--- src/rtl/vram_writer.sv ---
// vram_writer: turns single-pixel and filled-rectangle draw commands into a
// stream of one-per-clock writes into the frame-buffer RAM write port.
// Addresses are row-major (y*H_RES + x). A row base register is stepped by
// H_RES at each row wrap, so the only multiply is the initial y0*H_RES.
module vram_writer #(
  parameter int H_RES  = 200,
  parameter int V_RES  = 150,
  parameter int ADDR_W = 15,
  parameter int DATA_W = 12
) (
  input  logic              pclk,
  input  logic              rst,
  input  logic              cmd_valid,
  output logic              cmd_ready,
  input  logic              cmd_op,
  input  logic [7:0]        cmd_x0,
  input  logic [7:0]        cmd_x1,
  input  logic [7:0]        cmd_y0,
  input  logic [7:0]        cmd_y1,
  input  logic [DATA_W-1:0] cmd_color,
  output logic [ADDR_W-1:0] waddr,
  output logic [DATA_W-1:0] wdata,
  output logic              we,
  output logic              busy,
  output logic              done,
  output logic              err
);

  typedef enum logic [2:0] {
    IDLE,
    CHECK,
    FILL,
    DONE,
    REJECT
  } state_t;

  // Coordinates are 8-bit; limits are compared unsigned at that width.
  localparam logic [7:0]        X_LIM    = 8'(H_RES);
  localparam logic [7:0]        Y_LIM    = 8'(V_RES);
  localparam logic [7:0]        X_MAX    = 8'(H_RES - 1);
  localparam logic [7:0]        Y_MAX    = 8'(V_RES - 1);
  localparam logic [ADDR_W-1:0] ROW_STEP = ADDR_W'(H_RES);

  state_t              state_q, state_d;
  logic                op_q, op_d;
  logic [7:0]          x0_q, x0_d;
  logic [7:0]          y0_q, y0_d;
  logic [7:0]          x1_q, x1_d;
  logic [7:0]          y1_q, y1_d;
  logic [7:0]          x_q, x_d;
  logic [7:0]          y_q, y_d;
  logic [ADDR_W-1:0]   row_base_q, row_base_d;
  logic [ADDR_W-1:0]   waddr_q, waddr_d;
  logic [DATA_W-1:0]   wdata_q, wdata_d;
  logic                we_q, we_d;
  logic                done_q, done_d;
  logic                err_q, err_d;

  // Next-state and next-output logic for the IDLE/CHECK/FILL/DONE/REJECT sequence.
  always_comb begin
    // NOTE: every _d starts from a default so no path leaves one unassigned,
    // which would otherwise infer a latch.
    state_d    = state_q;
    op_d       = op_q;
    x0_d       = x0_q;
    y0_d       = y0_q;
    x1_d       = x1_q;
    y1_d       = y1_q;
    x_d        = x_q;
    y_d        = y_q;
    row_base_d = row_base_q;
    waddr_d    = waddr_q;
    wdata_d    = wdata_q;
    we_d       = 1'b0;
    done_d     = 1'b0;
    err_d      = 1'b0;

    unique case (state_q)
      IDLE: begin
        // cmd_ready is high whenever IDLE is reached out of reset.
        if (cmd_valid) begin
          op_d    = cmd_op;
          x0_d    = cmd_x0;
          y0_d    = cmd_y0;
          x1_d    = cmd_x1;
          y1_d    = cmd_y1;
          wdata_d = cmd_color;
          state_d = CHECK;
        end
      end

      CHECK: begin
        if (x0_q >= X_LIM || y0_q >= Y_LIM ||
            (op_q && (x0_q > x1_q || y0_q > y1_q))) begin
          err_d   = 1'b1;
          state_d = REJECT;
        end else begin
          if (!op_q) begin
            x1_d = x0_q;
            y1_d = y0_q;
          end else begin
            x1_d = (x1_q > X_MAX) ? X_MAX : x1_q;
            y1_d = (y1_q > Y_MAX) ? Y_MAX : y1_q;
          end
          x_d        = x0_q;
          y_d        = y0_q;
          row_base_d = ADDR_W'(y0_q) * ROW_STEP;
          waddr_d    = row_base_d + ADDR_W'(x0_q);
          we_d       = 1'b1;
          state_d    = FILL;
        end
      end

      FILL: begin
        // The write at (x_q, y_q) is on the port now; stage the next one.
        if (x_q != x1_q) begin
          x_d     = x_q + 8'd1;
          waddr_d = row_base_q + ADDR_W'(x_d);
          we_d    = 1'b1;
        end else if (y_q != y1_q) begin
          x_d        = x0_q;
          y_d        = y_q + 8'd1;
          row_base_d = row_base_q + ROW_STEP;
          waddr_d    = row_base_d + ADDR_W'(x0_q);
          we_d       = 1'b1;
        end else begin
          done_d  = 1'b1;
          state_d = DONE;
        end
      end

      DONE:    state_d = IDLE;
      REJECT:  state_d = IDLE;
      default: state_d = IDLE;
    endcase
  end

  // State and registered outputs; synchronous reset aborts any fill at once.
  always_ff @(posedge pclk) begin
    // NOTE: non-blocking assignments so every flop samples pre-edge values.
    if (rst) begin
      state_q    <= IDLE;
      op_q       <= 1'b0;
      x0_q       <= '0;
      y0_q       <= '0;
      x1_q       <= '0;
      y1_q       <= '0;
      x_q        <= '0;
      y_q        <= '0;
      row_base_q <= '0;
      waddr_q    <= '0;
      wdata_q    <= '0;
      we_q       <= 1'b0;
      done_q     <= 1'b0;
      err_q      <= 1'b0;
    end else begin
      state_q    <= state_d;
      op_q       <= op_d;
      x0_q       <= x0_d;
      y0_q       <= y0_d;
      x1_q       <= x1_d;
      y1_q       <= y1_d;
      x_q        <= x_d;
      y_q        <= y_d;
      row_base_q <= row_base_d;
      waddr_q    <= waddr_d;
      wdata_q    <= wdata_d;
      we_q       <= we_d;
      done_q     <= done_d;
      err_q      <= err_d;
    end
  end

  assign cmd_ready = (state_q == IDLE) && !rst;
  assign busy      = (state_q != IDLE);
  assign waddr     = waddr_q;
  assign wdata     = wdata_q;
  assign we        = we_q;
  assign done      = done_q;
  assign err       = err_q;

endmodule

--- config.mk ---
export PLATFORM = sky130hd
export DESIGN_NAME = vram_writer
export DESIGN_NICKNAME = d
export VERILOG_FILES = /design/src/rtl/vram_writer.sv
export SDC_FILE = /design/constraint.sdc
export NUM_CORES = 1
export LEC_CHECK = 0
export CAP_MARGIN = 0
export CORE_MARGIN = 4
export CORE_UTILIZATION = 40
export DETAILED_ROUTE_END_ITERATION = 10
export GPL_ROUTABILITY_DRIVEN = 0
export SLEW_MARGIN = 20
export SYNTH_ARGS = -nofsm -noshare
export SYNTH_HDL_FRONTEND = slang
export SYNTH_SLANG_ARGS = --single-unit
--- constraint.sdc ---
create_clock -name pclk -period 3.4 [get_ports pclk]
set_input_delay 0.68 -clock pclk [delete_from_list [all_inputs] [get_ports pclk]]
set_output_delay 0.68 -clock pclk [all_outputs]
set_load 0.02 [all_outputs]
* Word level (Yosys, flattened, before mapping) *
Cells that the tools add are included.

cells by class
  equality and inequality tests = 12
  $mul = 1
  $add $sub $neg = 6
  reductions and logical operators = 18
  muxes and demuxes = 37
  bitwise gates (word level) = 2
  $lt $le $gt $ge = 6

operators with widths
  cell                     number
  $mux W8                  14
  $mux W15                 6
  $pmux W8 S2              4
  $pmux W15 S2             2
  $add A15 B8 Y15          3
  $add A8 B1 Y8 const B    2
  $ge A8 B8 Y1 const B     2
  $gt A8 B8 Y1             2
  $gt A8 B8 Y1 const B     2
  $ne A8 B8 Y1             2
  $add A15 B8 Y15 const B  1
  $mul A8 B5 Y12 const B   1
  $mux W3                  4
  $reduce_and A4 Y1        3
  $ne A2 B2 Y1 const B     5
  $ne A3 B3 Y1 const B     3
  $pmux W3 S3              1
  $reduce_and A3 Y1        2
  $mux W1                  5
  $reduce_bool A2 Y1       2
  $eq A3 B1 Y1 const B     1
  $eq A3 B2 Y1 const B     1
  $logic_not A3 Y1         1
  $logic_or A1 B1 Y1       3
  other kinds (8)          10

storage, ports and cells
  word-level logic and storage cells = 96
  output and inout bits = 32
  bits of input ports = 48
  flip-flop bits (word level) = 97

* Logic depth before layout (Yosys ltp) *
Gate-level depths: netlist of run 1.

  word-level depth = 6
  gate-level depth with buffers = 16
  depth with buffers taken out = 16

* Least setup slack after synthesis of run 1 *
Ideal clock, no wire load.

  path type = flip-flop to flip-flop
  start point = register y0_q[2]
  end point = register waddr_q[14], in the netlist waddr[14]
  required time = 3266 ps
  cell stages (with the launch flop) = 14
  path slack = 179 ps
  period minus slack after synthesis = 3221 ps
  library setup time = 134 ps
  buffers on the path = 0
  arrival time = 3087 ps
  cell sequence = dfxtp_1 > ha_1 > ha_1 > ha_1 > inv_1 > fa_1 > nand2b_1 > a21oi_1 > xor2_1 > and3_1 > nand4b_1 > xnor2_1 > a22oi_1 > o22ai_1

between the ends
  cells in the longest elaborated chain, start to end = 6
  elaborated cells on any way between the ends = 12
  those cells by class = 1 x add/sub; 1 x mul; 2 x order compare; 1 x eq/ne; 2 x mux; 5 x reduce/logical

RTL lines
  what                                                                     RTL line  RTL
  from (decl)                                                              47        logic [7:0] y0_q, y0_d;
  from (signal assigned)                                                   160       y0_q <= y0_d;
  parallel branches: the longest is 6 deep, another holds $add A15 B8 Y15  --
  to (signal assigned)                                                     166       waddr_q <= waddr_d;
  to (decl)                                                                53        logic [ADDR_W-1:0] waddr_q, waddr_d;

Several ways; the timed one is not identified. The select of a mux whose other input is x is not followed.
A chain may end at the register's enable or synchronous reset.

* Worst setup path in the final report of run 1 *
  start point = register y0_q[3]
  end point = register waddr_q[13], in the netlist waddr[13]

The elaborated chain is that of the path after synthesis.

==> results.txt, run 1 <==
First-pass GRT wire length -> 33.0 mm
Final setup fails -> 0
Synth Cell Area -> 0.00684 mm^2
Slowest cell on the critical path -> fa_1
Worst r2r path cells -> 14
WL per Instance -> 17.0 um
H-tree depth -> 3
Initial Util -> 41.1%
Met1 WL -> 9.74 mm
Multi-input gate area -> 0.00464 mm^2
Total global-route track usage -> 20.8%
Share of cells above drive strength 1 -> 10.3%
Syn Area/Cell -> 7.70 um^2
Pre-antenna DRT Iters -> 5
Nature of the critical path startpoint -> register
Synth Flop Type -> dfxtp_1
Max Root-Sink Buffers -> 2
Vias in the first global route -> 6174
# diodes -> 0
Post-synth ARST share -> 0%
Hpwl dp -> 15.2 mm
Uppermost layer routed -> met4
DRC -> 0
Unique masters post-synth -> 69
Setup TNS -> 0 ps
Clk root buf -> clkbuf_16
Status -> complete, no violations
Antenna Violating Nets Remaining -> 0
CP required -> 3670 ps
IO Pins -> 80
Met2 WL post-DR -> 9.13 mm
Critical-path cell list -> ha_1, ha_1, inv_1, fa_1, inv_1, ha_2, o21ai_0, a21oi_2, nor4_2, a311oi_2, buf_4, xor2_1, mux2i_1, a211oi_1
WL final -> 20.4 mm
# rows -> 47
WS Path Type -> register to register
Height of the die -> 139 um
Max Clk Rate -> 313 MHz
Die area -> 0.0193 mm^2
Area leader, netlist -> dfxtp_1
Slowest stage delay, CP -> 490 ps
Sequential share of the synthesized area -> 27.2%
Delay-heaviest family, CP -> adder cells
TritonCTS clock tree -> done
Port Buffer Count -> 79
Via count -> 6560
Yosys Warn Count -> 0
Synthesized Nets -> 1006
Worst slew pin tran -> 845 ps
Die W -> 139 um
Fill cells -> 1643
CTS Hold Bufs -> 0
Max FO, Critical Path -> 6
Setup crit end kind -> register
Arr. time, crit path -> 3460 ps
DR vias/cell -> 5.46
DP Cell Count -> 1181
Slew Viols, Final -> 0
Hold Path Cell Cnt -> 2
Max reg flops -> 14
Critical path depth -> 14
Met3 wire len -> 1.18 mm
DR iter-0 viols -> 426
HP Class -> register to register
Clock transition at path regs -> 80 ps
Area delta synth->final -> 23.3%
EDFF count, synth -> 0
Top post-synthesis cells by area -> dfxtp_1, ha_1, a21oi_1
Initial antenna violation count -> 0
Yosys reg bits -> 93
Share of the synthesized area in the top cell type -> 27.2%
Final #Nets -> 1094
GRT overflow -> 0
CTS sink cnt -> 93
Cell area power density -> 413 mW/mm^2
Crit path buf inv count -> 3
Register area -> 0.00187 mm^2
Hold Vio Cnt, Final -> 0
Max-cap viol count -> 0
Worst slew margin -> 43.4%
Cell leakage power -> 3.33 nW
Final hold slack -> 452 ps
Period utilisation layout -> 93.8%
Synthesized instance count -> 888
Maximum VDD drop -> 0.233 mV
Cts bufs inserted -> 9
Post-layout min period -> 3190 ps
Skew-Pair Late Insertion Delay -> 350 ps
Core area -> 0.0166 mm^2
Largest net degree at the start of global routing -> 55
Post-route insts no fill -> 1201
Clock skew -> 8.22 ps
==> layout by cell type, fill, tap and decap left out, types with 6 or more instances in the layout <==
cell,instances
xnor2_1,37
o21ai_0,18
o21ai_1,16
a21oi_1,97
mux2i_1,6
a31oi_1,6
xor2_1,26
o211ai_1,12
ha_1,63
inv_1,50
clkdlybuf4s50_1,78
buf_4,48
nor2b_1,7
and3_1,12
nand4_1,8
nand2_1,117
o31ai_1,10
nand2b_1,10
nor2_1,70
clkbuf_16,9
a311oi_1,6
nand3_1,26
dfxtp_1,89
a211oi_1,17
nor3_1,35
or3_1,6
==> cell families (layout without fill, tap and decap cells) <==
logic type	count (synthesis)	in the layout	share of synthesized area (%)
multiplexers	8	8	1.21
other	1	1	0.0548
XOR/XNOR	64	64	8.20
AO/OA/AOI/OAI	231	231	22.2
buffers and inverters	99	192	5.74
flip-flops	93	93	27.2
AND/OR/NAND/NOR	322	322	22.2
adder cells (fa/ha/maj)	70	70	13.2
==> worst reg2reg max path: stages (launching register included) <==
cell      delay [ps]
dfxtp_4          370
ha_1             290
ha_1             280
inv_1             50
fa_1             490
inv_1             40
ha_2             360
o21ai_0          120
a21oi_2          180
nor4_2            60
a311oi_2         220
buf_4            170
xor2_1           170
mux2i_1          100
a211oi_1         210
==> area by class of cell <==
type	count	area share, %
clock buffer	9	2.67
multi-input combinational	696	55.0
tap	220	3.27
sequential	93	22.2
timing repair buffer	126	13.5
clock inverter	7	1.08
inverter	50	2.23
==> path summary, 6_finish.rpt <==
path	startpoint	end	slack (ps)
hold reg to reg	waddr[3]	waddr[3]	450
setup / recovery	y0_q[3]	waddr[13]	210
setup reg to reg	y0_q[3]	waddr[13]	210
hold / removal	waddr[3]	waddr[3]	450
==> layer usage <==
layer | GRT usage [%] | vias to the layer above
met3 | 4.34 | 23
met4 | 5.46 | 0
met2 | 32.9 | 193
met5 | 0 | -
li1 | - | 3324
met1 | 28.9 | 3020
==> cell usage after synthesis (all sizes together) (27+ instances only) <==
| master | number |
|---|---|
| a21oi | 99 |
| clkbuf | 36 |
| dfxtp | 93 |
| ha | 66 |
| inv | 50 |
| nand2 | 117 |
| nand3 | 27 |
| nor2 | 71 |
| nor3 | 38 |
| o21ai | 35 |
| xnor2 | 37 |
| xor2 | 27 |
==> metrics by stage <==
stage / worst slack [ps] / total power [mW] / cell area (um^2) / utilization [%]
finish: 210 / 3.48 / 8430 / 50.7
global route: -11.3 / 3.67 / 8430 / 50.7
global placement: 95.1 / 2.36 / 8020 / 48.2
detailed placement: -69.1 / 2.36 / 8020 / 48.2
CTS: 54.9 / 3.47 / 8340 / 50.1
floorplan: 179 / 1.98 / 6840 / -
==> what timing repair did <==
| action | in CTS | in global routing |
|---|---|---|
| pin swaps | 0 | 6 |
| gates resized for setup | 2 | 15 |
| setup buffers | 0 | 4 |
| endpoints found under the setup margin | 2 | 5 |
==> report_power, final <==
part	switching [mW]	internal (mW)	total (mW)
Sequential	0.0904	1.17	1.26
Clock	0.510	0.591	1.10
Combinational	0.628	0.486	1.11
Total	1.23	2.25	3.48
No activity file was read; power rests on OpenSTA's default activity.
==> run 2, diff against run 1 <==
--- a/config.mk
+++ b/config.mk
@@ -10,6 +10,7 @@
 export CORE_UTILIZATION = 40
 export DETAILED_ROUTE_END_ITERATION = 10
 export GPL_ROUTABILITY_DRIVEN = 0
+export HOLD_SLACK_MARGIN = 0.06
 export SLEW_MARGIN = 20
 export SYNTH_ARGS = -nofsm -noshare
 export SYNTH_HDL_FRONTEND = slang
==> results of run 2 <==
No change in the layout: final DEF, timing and power equal those of run 1.
